<file path="src/rtl/hamming_encoder_tx_if.sv">
// Stream/serial bundle for hamming_encoder_tx: nibble input handshake plus
// the serial line and the loopback codeword.
interface hamming_encoder_tx_if;
  logic [3:0] in_data;
  logic       in_valid;
  logic       in_ready;
  logic       ser_out;
  logic       ser_valid;
  logic       ser_frame;
  logic [6:0] code_out;

  // Producer of nibbles and consumer of the serial stream.
  modport master (
    output in_data, in_valid,
    input  in_ready, ser_out, ser_valid, ser_frame, code_out
  );

  // The encoder itself.
  modport slave (
    input  in_data, in_valid,
    output in_ready, ser_out, ser_valid, ser_frame, code_out
  );
endinterface

</file>
<file path="src/rtl/hamming_encoder_tx.sv">
// Streaming Hamming(7,4) encoder + MSB-first serializer with a small input FIFO.
// Codeword layout: code[4]=d3, code[2]=d2, code[1]=d1, code[0]=d0,
// parity in code[6], code[5], code[3] (decoder position p == code[7-p]).
// Optional macro HAMMING_ERR_INJECT_EN adds the inj_pos port, which flips
// code[7-inj_pos] on each load when nonzero.
module hamming_encoder_tx #(
  parameter int FIFO_DEPTH = 4
) (
  input  logic                            clk,
  input  logic                            rst,
  hamming_encoder_tx_if.slave             bus,
  output logic                            busy,
  output logic [$clog2(FIFO_DEPTH+1)-1:0] fifo_count
`ifdef HAMMING_ERR_INJECT_EN
  ,
  input  logic [2:0]                      inj_pos
`endif
);

  localparam int PW = (FIFO_DEPTH > 1) ? $clog2(FIFO_DEPTH) : 1;
  localparam int CW = $clog2(FIFO_DEPTH + 1);

  typedef enum logic {
    ST_IDLE  = 1'b0,
    ST_SHIFT = 1'b1
  } state_t;

  // FIFO storage and bookkeeping
  logic [3:0]    mem_q [FIFO_DEPTH];
  logic [PW-1:0] wr_ptr_q;
  logic [PW-1:0] rd_ptr_q;
  logic [CW-1:0] count_q;
  logic [CW-1:0] count_d;
  logic          full_q;
  logic          push;
  logic          pop;
  logic          fifo_empty;
  logic [3:0]    head_data;

  // Serializer state
  state_t        state_q;
  state_t        state_d;
  logic [2:0]    cnt_q;
  logic [2:0]    cnt_d;
  logic [6:0]    shreg_q;
  logic [6:0]    shreg_d;
  logic [6:0]    code_out_q;
  logic          ser_out_q;
  logic          ser_valid_q;
  logic          ser_frame_q;

  logic [6:0]    enc_code;
  logic [6:0]    load_code;

  function automatic logic [6:0] encode(input logic [3:0] d);
    logic [6:0] c;
    c[4] = d[3];
    c[2] = d[2];
    c[1] = d[1];
    c[0] = d[0];
    c[6] = c[4] ^ c[2] ^ c[0];
    c[5] = c[4] ^ c[1] ^ c[0];
    c[3] = c[2] ^ c[1] ^ c[0];
    return c;
  endfunction

  // in_ready comes only from the registered full flag (plus reset), never from pop.
  assign bus.in_ready = !full_q && !rst;
  assign push         = bus.in_valid && bus.in_ready;
  assign fifo_empty   = (count_q == '0);
  assign head_data    = mem_q[rd_ptr_q];
  assign enc_code     = encode(head_data);

`ifdef HAMMING_ERR_INJECT_EN
  assign load_code = (inj_pos != 3'd0) ? (enc_code ^ (7'd1 << (3'd7 - inj_pos))) : enc_code;
`else
  assign load_code = enc_code;
`endif

  assign count_d = count_q + CW'(push) - CW'(pop);

  // FIFO storage write; contents need no reset since count gates every read.
  always_ff @(posedge clk) begin
    if (push) begin
      mem_q[wr_ptr_q] <= bus.in_data;
    end
  end

  // FIFO pointers, occupancy and full flag; pointers wrap naturally (power-of-2 depth).
  always_ff @(posedge clk) begin
    if (rst) begin
      wr_ptr_q <= '0;
      rd_ptr_q <= '0;
      count_q  <= '0;
      full_q   <= 1'b0;
    end else begin
      if (push) wr_ptr_q <= wr_ptr_q + PW'(1);
      if (pop)  rd_ptr_q <= rd_ptr_q + PW'(1);
      count_q <= count_d;
      full_q  <= (count_d == CW'(FIFO_DEPTH));
    end
  end

  // Serializer state register.
  always_ff @(posedge clk) begin
    if (rst) begin
      state_q <= ST_IDLE;
      cnt_q   <= 3'd0;
      shreg_q <= 7'd0;
    end else begin
      state_q <= state_d;
      cnt_q   <= cnt_d;
      shreg_q <= shreg_d;
    end
  end

  // Next-state: load from FIFO in IDLE or at the last bit (gapless frames), else shift.
  always_comb begin
    state_d = state_q;
    cnt_d   = cnt_q;
    shreg_d = shreg_q;
    pop     = 1'b0;
    case (state_q)
      ST_IDLE: begin
        if (!fifo_empty) begin
          pop     = 1'b1;
          shreg_d = load_code;
          cnt_d   = 3'd0;
          state_d = ST_SHIFT;
        end
      end
      ST_SHIFT: begin
        if (cnt_q == 3'd6) begin
          cnt_d = 3'd0;
          if (!fifo_empty) begin
            pop     = 1'b1;
            shreg_d = load_code;
          end else begin
            shreg_d = {shreg_q[5:0], 1'b0};
            state_d = ST_IDLE;
          end
        end else begin
          shreg_d = {shreg_q[5:0], 1'b0};
          cnt_d   = cnt_q + 3'd1;
        end
      end
      default: begin
        state_d = ST_IDLE;
      end
    endcase
  end

  // Registered serial outputs; code_out latches the word as its first bit goes out.
  always_ff @(posedge clk) begin
    if (rst) begin
      ser_out_q   <= 1'b0;
      ser_valid_q <= 1'b0;
      ser_frame_q <= 1'b0;
      code_out_q  <= 7'd0;
    end else begin
      ser_valid_q <= (state_q == ST_SHIFT);
      ser_out_q   <= (state_q == ST_SHIFT) && shreg_q[6];
      ser_frame_q <= (state_q == ST_SHIFT) && (cnt_q == 3'd0);
      if ((state_q == ST_SHIFT) && (cnt_q == 3'd0)) begin
        code_out_q <= shreg_q;
      end
    end
  end

  assign bus.ser_out   = ser_out_q;
  assign bus.ser_valid = ser_valid_q;
  assign bus.ser_frame = ser_frame_q;
  assign bus.code_out  = code_out_q;
  assign busy          = (state_q == ST_SHIFT);
  assign fifo_count    = count_q;

endmodule
</file>
<file path="src/flat_wrapper.sv">
// flat-port wrapper written by rule: the top's interface ports become plain ports
module hamming_encoder_tx_flat 
#(
  parameter int FIFO_DEPTH = 4
)
  (clk, rst, busy, fifo_count, bus_in_data, bus_in_valid, bus_in_ready, bus_ser_out, bus_ser_valid, bus_ser_frame, bus_code_out);
  hamming_encoder_tx_if bus_i ();
  input  logic clk;
  input  logic rst;
  output logic busy;
  output logic [$clog2(FIFO_DEPTH+1)-1:0] fifo_count;
  input wire logic [$bits(bus_i.in_data)-1:0] bus_in_data;
  input wire logic [$bits(bus_i.in_valid)-1:0] bus_in_valid;
  output wire logic [$bits(bus_i.in_ready)-1:0] bus_in_ready;
  output wire logic [$bits(bus_i.ser_out)-1:0] bus_ser_out;
  output wire logic [$bits(bus_i.ser_valid)-1:0] bus_ser_valid;
  output wire logic [$bits(bus_i.ser_frame)-1:0] bus_ser_frame;
  output wire logic [$bits(bus_i.code_out)-1:0] bus_code_out;
  assign bus_i.in_data = bus_in_data;
  assign bus_i.in_valid = bus_in_valid;
  assign bus_in_ready = bus_i.in_ready;
  assign bus_ser_out = bus_i.ser_out;
  assign bus_ser_valid = bus_i.ser_valid;
  assign bus_ser_frame = bus_i.ser_frame;
  assign bus_code_out = bus_i.code_out;
  hamming_encoder_tx #(.FIFO_DEPTH(FIFO_DEPTH)) u_core (.clk(clk), .rst(rst), .bus(bus_i), .busy(busy), .fifo_count(fifo_count));
endmodule
</file>
<file path="config.mk">
export PLATFORM = sky130hd
export DESIGN_NAME = hamming_encoder_tx_flat
export DESIGN_NICKNAME = d
export VERILOG_FILES = /design/src/rtl/hamming_encoder_tx_if.sv /design/src/rtl/hamming_encoder_tx.sv /design/src/flat_wrapper.sv
export SDC_FILE = /design/constraint.sdc
export NUM_CORES = 1
export LEC_CHECK = 0
export CORE_AREA = 2 2 75 77
export CTS_BUF_LIST = sky130_fd_sc_hd__clkbuf_8
export CTS_CLUSTER_SIZE = 14
export DETAILED_ROUTE_END_ITERATION = 12
export DIE_AREA = 0 0 77 79
export GPL_TIMING_DRIVEN = 0
export PLACE_DENSITY = 0.54
export SYNTH_ARGS = -nofsm -noshare
export SYNTH_HDL_FRONTEND = slang
export SYNTH_SLANG_ARGS = --single-unit
</file>
<file path="constraint.sdc">
create_clock -name clk -period 8.14 [get_ports clk]
set_clock_uncertainty 0.1 [all_clocks]
set_input_delay 1.628 -clock clk [delete_from_list [all_inputs] [get_ports clk]]
set_output_delay 1.628 -clock clk [all_outputs]
set_load 0.005 [all_outputs]
</file>
==> results of run 1 <==
worst max-delay path by stage:
stage                              end  slack, ns
after floorplan           bus_in_ready       4.58
after global placement    bus_in_ready       3.49
after detailed placement  bus_in_ready       3.47
after CTS                 bus_in_ready       3.46
after global routing      bus_in_ready       3.37
final                     bus_in_ready       3.45
registers in the layout, summed over array words and instances (netlist names), named ones only:
name                  flops
u_core.bus.code_out       7
u_core.busy               1
u_core.bus.ser_out        1
u_core.bus.ser_frame      1
u_core.mem_q             16
u_core.bus.ser_valid      1
u_core.cnt_q              3
u_core.rd_ptr_q           2
u_core.wr_ptr_q           2
u_core.full_q             1
u_core.shreg_q            7
u_core.fifo_count         3
cell type report:
class                   instances  area (µm²)  share of cell area
inverters                      10        37.5              0.0158
plain buffers                   8        31.3              0.0131
repair buffers                 21         210              0.0883
flip-flops and latches         47        1100               0.462
well taps                      72        90.1              0.0378
clock buffers                   5        68.8              0.0289
multi-input cells             114         774               0.325
clock inverters                 3        67.6              0.0284
critical path, cell delays in order:
cell	delay, ns
clkdlybuf4s50_1	0.46
nor2_1	0.31
clkdlybuf4s50_1	0.57
metal layers:
metal,up-vias,share of wire,GRT usage
met1,637,0.45,0.155
met4,0,0.0086,0.0357
met2,26,0.51,0.225
met3,4,0.035,0.0341
met5,-,0,0
li1,683,-,-
report_power, final:
part	internal, µW	switching [µW]	total [µW]
Sequential	284	34.0	318
Combinational	127	132	259
Clock	122	76.9	199
Total	534	243	776
metrics by stage:
stage / total power, µW / setup WS, ns / std cells / util / cell area [µm²]
after floorplan: 503 / 4.58 / 179 / - / 1940
after global placement: 574 / 3.49 / 272 / 0.421 / 2240
after detailed placement: 584 / 3.47 / 272 / 0.421 / 2240
after CTS: 783 / 3.46 / 280 / 0.446 / 2380
after global routing: 831 / 3.37 / 280 / 0.446 / 2380
final: 776 / 3.45 / 280 / 0.446 / 2380
cell usage in the layout (no fill, tap or decap), types with 2 or more instances in the layout:
master | Yosys | routed
dfxtp_1 | 31 | 31
clkdlybuf4s50_1 | 0 | 21
nand2_1 | 19 | 19
a21oi_1 | 18 | 18
edfxtp_1 | 16 | 16
nor2_1 | 13 | 13
inv_1 | 10 | 10
xnor2_1 | 8 | 8
clkbuf_1 | 7 | 7
nor2b_1 | 7 | 7
ha_1 | 6 | 6
nor3_1 | 5 | 5
o21ai_0 | 5 | 5
clkbuf_8 | 0 | 5
and3_1 | 4 | 4
a211oi_1 | 4 | 4
mux4_2 | 3 | 3
o22ai_1 | 3 | 3
and2_1 | 2 | 2
nand3b_1 | 2 | 2
nor4_1 | 2 | 2
o221a_1 | 2 | 2
bufinv_16 | 0 | 2
logic make-up after synthesis:
group                    synth area share
XOR/XNOR                           0.0489
AO/OA/AOI/OAI                       0.107
multiplexers                       0.0483
adder cells (fa/ha/maj)            0.0489
buffers and inverters              0.0354
AND/OR/NAND/NOR                     0.145
flip-flops                          0.566
==> results.txt, run 1 <==
- Run status: finished, final reports clean
- In this run, post-CTS hold repair placed 0 buffers.
* Final hold slack: 0.358 ns
* Clock tree root driver cell: clkbuf_8
- For the worst setup path, the data required time is 6.41 ns.
- Max Transition Viols Final: 0
- The worst setup path is of the input pin to output pin kind.
- For this run, the register share of the synthesized area comes to 0.566.
* Effective utilization at floorplan: 0.364
- For this design the ratio of total power to cell area is 326 nW/µm².
- Total Routing Usage GR: 0.128
* Number of storage elements in the synthesis netlist: 47
- STA puts the critical path data arrival time at 2.96 ns.
- Worst min-delay path endpoint: u_core.bus.code_out[2]$_SDFFE_PP0P_
- The detail route stage leaves a number of antenna-violating nets equal to 0.
- Count of yosys warnings during synthesis: 0
- Summed over all layers, the routed wires come to 3.59 mm.
* Row Count: 27
* Global-route wire length before repair: 6.18 mm
- Synth-to-layout area growth: 22.5%
- Total CTS buffers: 5
- In this run the horizontal extent of the chip is 77 µm.
- Clock-pin slew was measured on the worst setup and hold paths at 0.08 ns.
* Core footprint: 5340 µm²
- Critical R2R Capture: u_core.full_q$_SDFF_PP0_
- Starting DRT DRC Count: 69
* Post-synth top area cell: dfxtp_1
- In this run the worst hold path is classified as flop to flop.
- After clock tree synthesis, the repair step resized 0 gates.
* I/O Pins: 22
* Reg-to-reg slack, setup: 5.08 ns
- Based on the critical path, the design can be clocked at up to 0.213 GHz.
- Of the cells placed in the final design, the portion with a size suffix greater than 1 is 0.0673.
* Critical path startpoint: rst
- Yosys mapped a number of flops with a built-in enable equal to 16.
* Max capacitance violation total: 0
- Setup repair after global routing missed its margin: false
- Synth Net Count: 193
- Depth of the CTS H-tree: 2
- By count the netlist is led by dfxtp_1 (31), nand2_1 (19), a21oi_1 (18).
- In this run the worst path has a maximum fanout of 6.
* Largest net degree at the start of global routing: 16
- Maximum buffer depth of the clock tree: 2
- Yosys instantiated no cell more often than dfxtp_1.
- Dividing the detail-routed wire length by the instance count gives 12.8 µm.
- Most area-consuming cells after synthesis: dfxtp_1 (32%), edfxtp_1 (25%), a21oi_1 (4.6%)
- Synthesis produced a netlist whose cell count is 179.
- Summed instance area of the synthesized netlist: 1940 µm²
- The via count of the first global-routing pass came to 1,368.
* Final worst path period share: 0.576
- Setup violations remaining at the end of the flow were counted as 0.
- Leakage: 0.000843 µW
- Antenna fix cells: 0
- At the pin with the least slew margin, the transition time is 0.979 ns.
- Number of vias per cell: 4.82
* Fraction of registers with async set or reset after synthesis: 0
* Total iterations of the first detailed-routing run: 4
- After synthesis, the netlist uses 32 different library cells.
* Share of Yosys cell area claimed by the top area cell type: 0.319
- Launch instance of the worst min-delay path: u_core.bus.code_out[2]$_SDFFE_PP0P_
- Final layout net count: 221
- The floorplan step set the die height to 79 µm.
- Routability congestion estimate from global placement: 0.906
- Top flip-flop cell by instance count after synthesis: dfxtp_1
- In this run the mean area of a mapped cell was 10.9 µm².
- Vias: 1,350
- Summed over all layers, the global routing overflow is 0.
- The worst hold path was traced through 2 stages.
* Antenna violations before repair: 0
- Buffers added to address setup during post-CTS repair amount to 0.
- Peak supply drop: 0.127 mV
* Final Hold Fails: 0
* Clock Latency Late Sink: 0.30 ns
* Slew HR: 0.341
- The worst path in the final design needs a cycle of 4.69 ns, including I/O delays and setup.
- The filler cells instantiated in the layout total 546.
- Die footprint: 6080 µm²
* CTS tree: built
* R2r worst-path depth: 10
- Port Buffers: 21
- Setup Total Neg Slack: 0 ns
* Num Clock Sinks: 47
* Startpoint of the worst-slack reg-to-reg timing path: u_core.fifo_count[1]$_SDFF_PP0_
- Hpwl dp: 2.76 mm
- Type of element capturing the critical path: output pin
- Nature of the critical path startpoint: input pin
- In the routed design, unresolved DRC markers number 0.
Power figures use the tool's default switching activity.
==> inputs of run 2 (changes only) <==
==> constraint.sdc (replaced) <==
create_clock -name clk -period 4.45 [get_ports clk]
set_clock_uncertainty 0.1 [all_clocks]
set_input_delay 0.89 -clock clk [delete_from_list [all_inputs] [get_ports clk]]
set_output_delay 0.89 -clock clk [all_outputs]
set_load 0.005 [all_outputs]
==> results of run 2 <==
The final DEF is identical to that of run 1. Status: finished, final reports clean.
Main changes from that run: setup slack after placement 3.47 ns -> 1.26 ns; setup slack after layout 3.45 ns -> 1.24 ns; register-to-register setup slack 5.08 ns -> 1.39 ns; total power 776 µW -> 1420 µW; worst IR drop on VDD 0.127 mV -> 0.233 mV
==> inputs of run 3 (changes only) <==
==> constraint.sdc (replaced) <==
create_clock -name clk -period 3.15 [get_ports clk]
set_clock_uncertainty 0.1 [all_clocks]
set_input_delay 0.63 -clock clk [delete_from_list [all_inputs] [get_ports clk]]
set_output_delay 0.63 -clock clk [all_outputs]
set_load 0.005 [all_outputs]
==> results.txt, run 3 (synthesized netlist as in run 1, its figures left out) <==
- The run finished with clean final reports.
* Routability congestion estimate from global placement: 0.906 (unchanged)
- Compared with the post-synthesis result, the final layout area differs by 22.7%.
- Floorplan die width: 77 µm (unchanged)
- The wire length on met3 came to 125 µm (unchanged).
- The pin slew with the least headroom to its limit came to 0.978 ns (-0.000792 ns).
- The leakage component of the power was 0.000845 µW (+0.17%).
* Final critical path time including I/O delays and setup: 2.80 ns
- Max Transition Viols Final: 0 (unchanged)
- Effective utilization at floorplan: 0.364 (unchanged)
- The number of iterations in the first detailed-routing pass came to 4 (unchanged).
- The number of filler instances in the final layout came to 545 (-0.18%).
- The all-layer global routing usage came to 0.128 (unchanged).
- Largest register by flop count: u_core.mem_q
- The met2 wire length was 1.83 mm (unchanged).
- Final worst path period share: 0.887
- Antenna violations before repair: 0 (unchanged)
- Antenna fix cells: 0 (unchanged)
- The final setup violation count is 0 (unchanged).
- Post-layout utilization of the core: 0.447 (+0.000938)
* # resized after CTS: 0 (unchanged)
* Most frequent cells in the layout: dfxtp_1 (31), clkdlybuf4s50_1 (21), nand2_1 (19), a21oi_1 (18), edfxtp_1 (16)
- Type of element capturing the critical path: flop
- The source-to-sink clock delay at the later pin of the worst-skew pair is 0.30 ns (about the same).
* Ratio of total power to cell area: 842 nW/µm²
* Clock-pin slew on the worst setup and hold paths: 0.08 ns (about the same)
* Largest net degree at the start of global routing: 16 (unchanged)
- The number of failing hold endpoints at the final stage is 0 (unchanged).
* Num Clock Sinks: 47 (unchanged)
* Setup Total Neg Slack: 0 ns (unchanged)
* Max reg flops: 16 (unchanged)
- Routed signal wires occupy layers up through met4.
* Number of vias per cell: 4.83 (about the same)
- Die extent in y: 79 µm (unchanged)
* Share of layout cells above drive strength 1: 0.0721 (+0.00481)
- The routed metal-1 wire length is 1.60 mm (about the same).
- In this run the clock root is driven by a clkbuf_8.
- Drt drc: 0 (unchanged)
* Vias: 1,351 (+0.074%)
* Worst Setup Path Type: flop to flop
- The post-cts hold buffer count was 0 (unchanged).
- The slowest stage of the critical path is the nor3_2 cell.
- Across the VDD grid, the largest voltage drop is 0.329 mV.
- TritonCTS built the clock tree.
- The number of placed I/O pins came to 22 (unchanged).
- The number of port buffers was 21 (unchanged).
- Maximum buffer depth of the clock tree: 2 (unchanged)
- The number of nets in the final layout came to 221 (unchanged).
- Routed len/inst: 12.8 µm (unchanged)
* Die footprint: 6080 µm² (unchanged)
- Row Count: 27 (unchanged)
- The critical path goes through nor3_2 > buf_2 > a21oi_1 > ha_1 > inv_1 > ha_1 > fa_1 > xnor2_1 > xnor2_1 > nor4_1.
- The worst setup path is launched from a flop.
* Hpwl dp: 2.76 mm (unchanged)
- The min-delay analysis places its worst path in the category flop to flop.
- The maximum cell stage delay along the critical path is 0.45 ns (-0.12 ns).
* Sequential cell area: 1100 µm² (unchanged)
* Global-route wire length before repair: 6.18 mm (unchanged)
- The worst relative slew slack was 0.342 (+0.000533).
- The number of design-rule violations left by the first detailed-router iteration came to 65 (-5.8%).
- Core footprint: 5340 µm² (unchanged)
- Setup repair after global routing left no endpoint under its margin.
- Critical Path Fanout Max: 10 (+4)
- Critical path data required time: 3.26 ns
- The number of nets with antenna violations after routing came to 0 (unchanged).
* Vias in the first global route: 1,368 (unchanged)
* Total congestion overflow after global routing: 0 (unchanged)
* Multi-input logic area: 779 µm² (+0.65%)
* Worst endpoint data arrival time: 2.90 ns
- Max capacitance violation total: 0 (unchanged)
* Most common cell after layout, fill and taps aside: dfxtp_1
* Fmax: 0.358 GHz
* Detailed Route WL: 3.59 mm (unchanged)
- The number of buffers inserted during clock tree synthesis was 5 (unchanged).
- Depth of the CTS H-tree: 2 (unchanged)
* Post-CTS setup-driven buffer insertion count: 0 (unchanged)
-- run 3: cell counts in the layout (fill, tap and decap cells not counted) --
No cell type changed its count.
-- run 3: layout make-up --
cell class,count,share of cell area
inverters,10,0.0157
repair buffers,21,0.0881
plain buffers,8,0.0131
clock buffers,5,0.0288
clock inverters,3,0.0283
multi-input cells,114,0.327
flip-flops and latches,47,0.461
well taps,72,0.0378
-- run 3: path summary, 6_finish.rpt --
kind | startpoint | to | slack (ns) | cells past startpoint
worst max-delay path | u_core.fifo_count[1]$_SDFF_PP0_ | u_core.full_q$_SDFF_PP0_ | 0.35 | 10
worst min-delay path | u_core.bus.code_out[2]$_SDFFE_PP0P_ | u_core.bus.code_out[2]$_SDFFE_PP0P_ | 0.36 | 2
worst max register to register | u_core.fifo_count[1]$_SDFF_PP0_ | u_core.full_q$_SDFF_PP0_ | 0.35 | 10
worst min register to register | u_core.bus.code_out[2]$_SDFFE_PP0P_ | u_core.bus.code_out[2]$_SDFFE_PP0P_ | 0.36 | 2
-- run 3: power by group --
part	total, µW	internal [µW]	switching (µW)
clock	515	316	199
combinational	670	330	340
sequential	825	735	90.3
-- run 3: stage by stage --
step,instances,setup slack [ns],cell area (µm²),hold slack [ns],power (µW)
global route,280,0.0952,2390,0.378,2150
global placement,272,0.163,2240,0.344,1480
detailed placement,272,0.0997,2240,0.348,1510
floorplan,179,0.499,1940,0.343,1300
finish,280,0.355,2390,0.358,2010
CTS,280,0.0485,2380,0.360,2020
-- run 3: critical path: cells and delay by family (launching register included) --
family,cells,cell delay [ns]
simple gates,2,0.62
compound gates,1,0.10
buf+inv,2,0.35
xor+xnor,2,0.29
flops,1,0.37
fa+ha+maj,3,0.87
-- run 3: metal layers --
layer,vias up,global-route usage
li1,683,-
met1,638,0.155
met2,26,0.225
met3,4,0.0341
met4,0,0.0357
met5,-,0
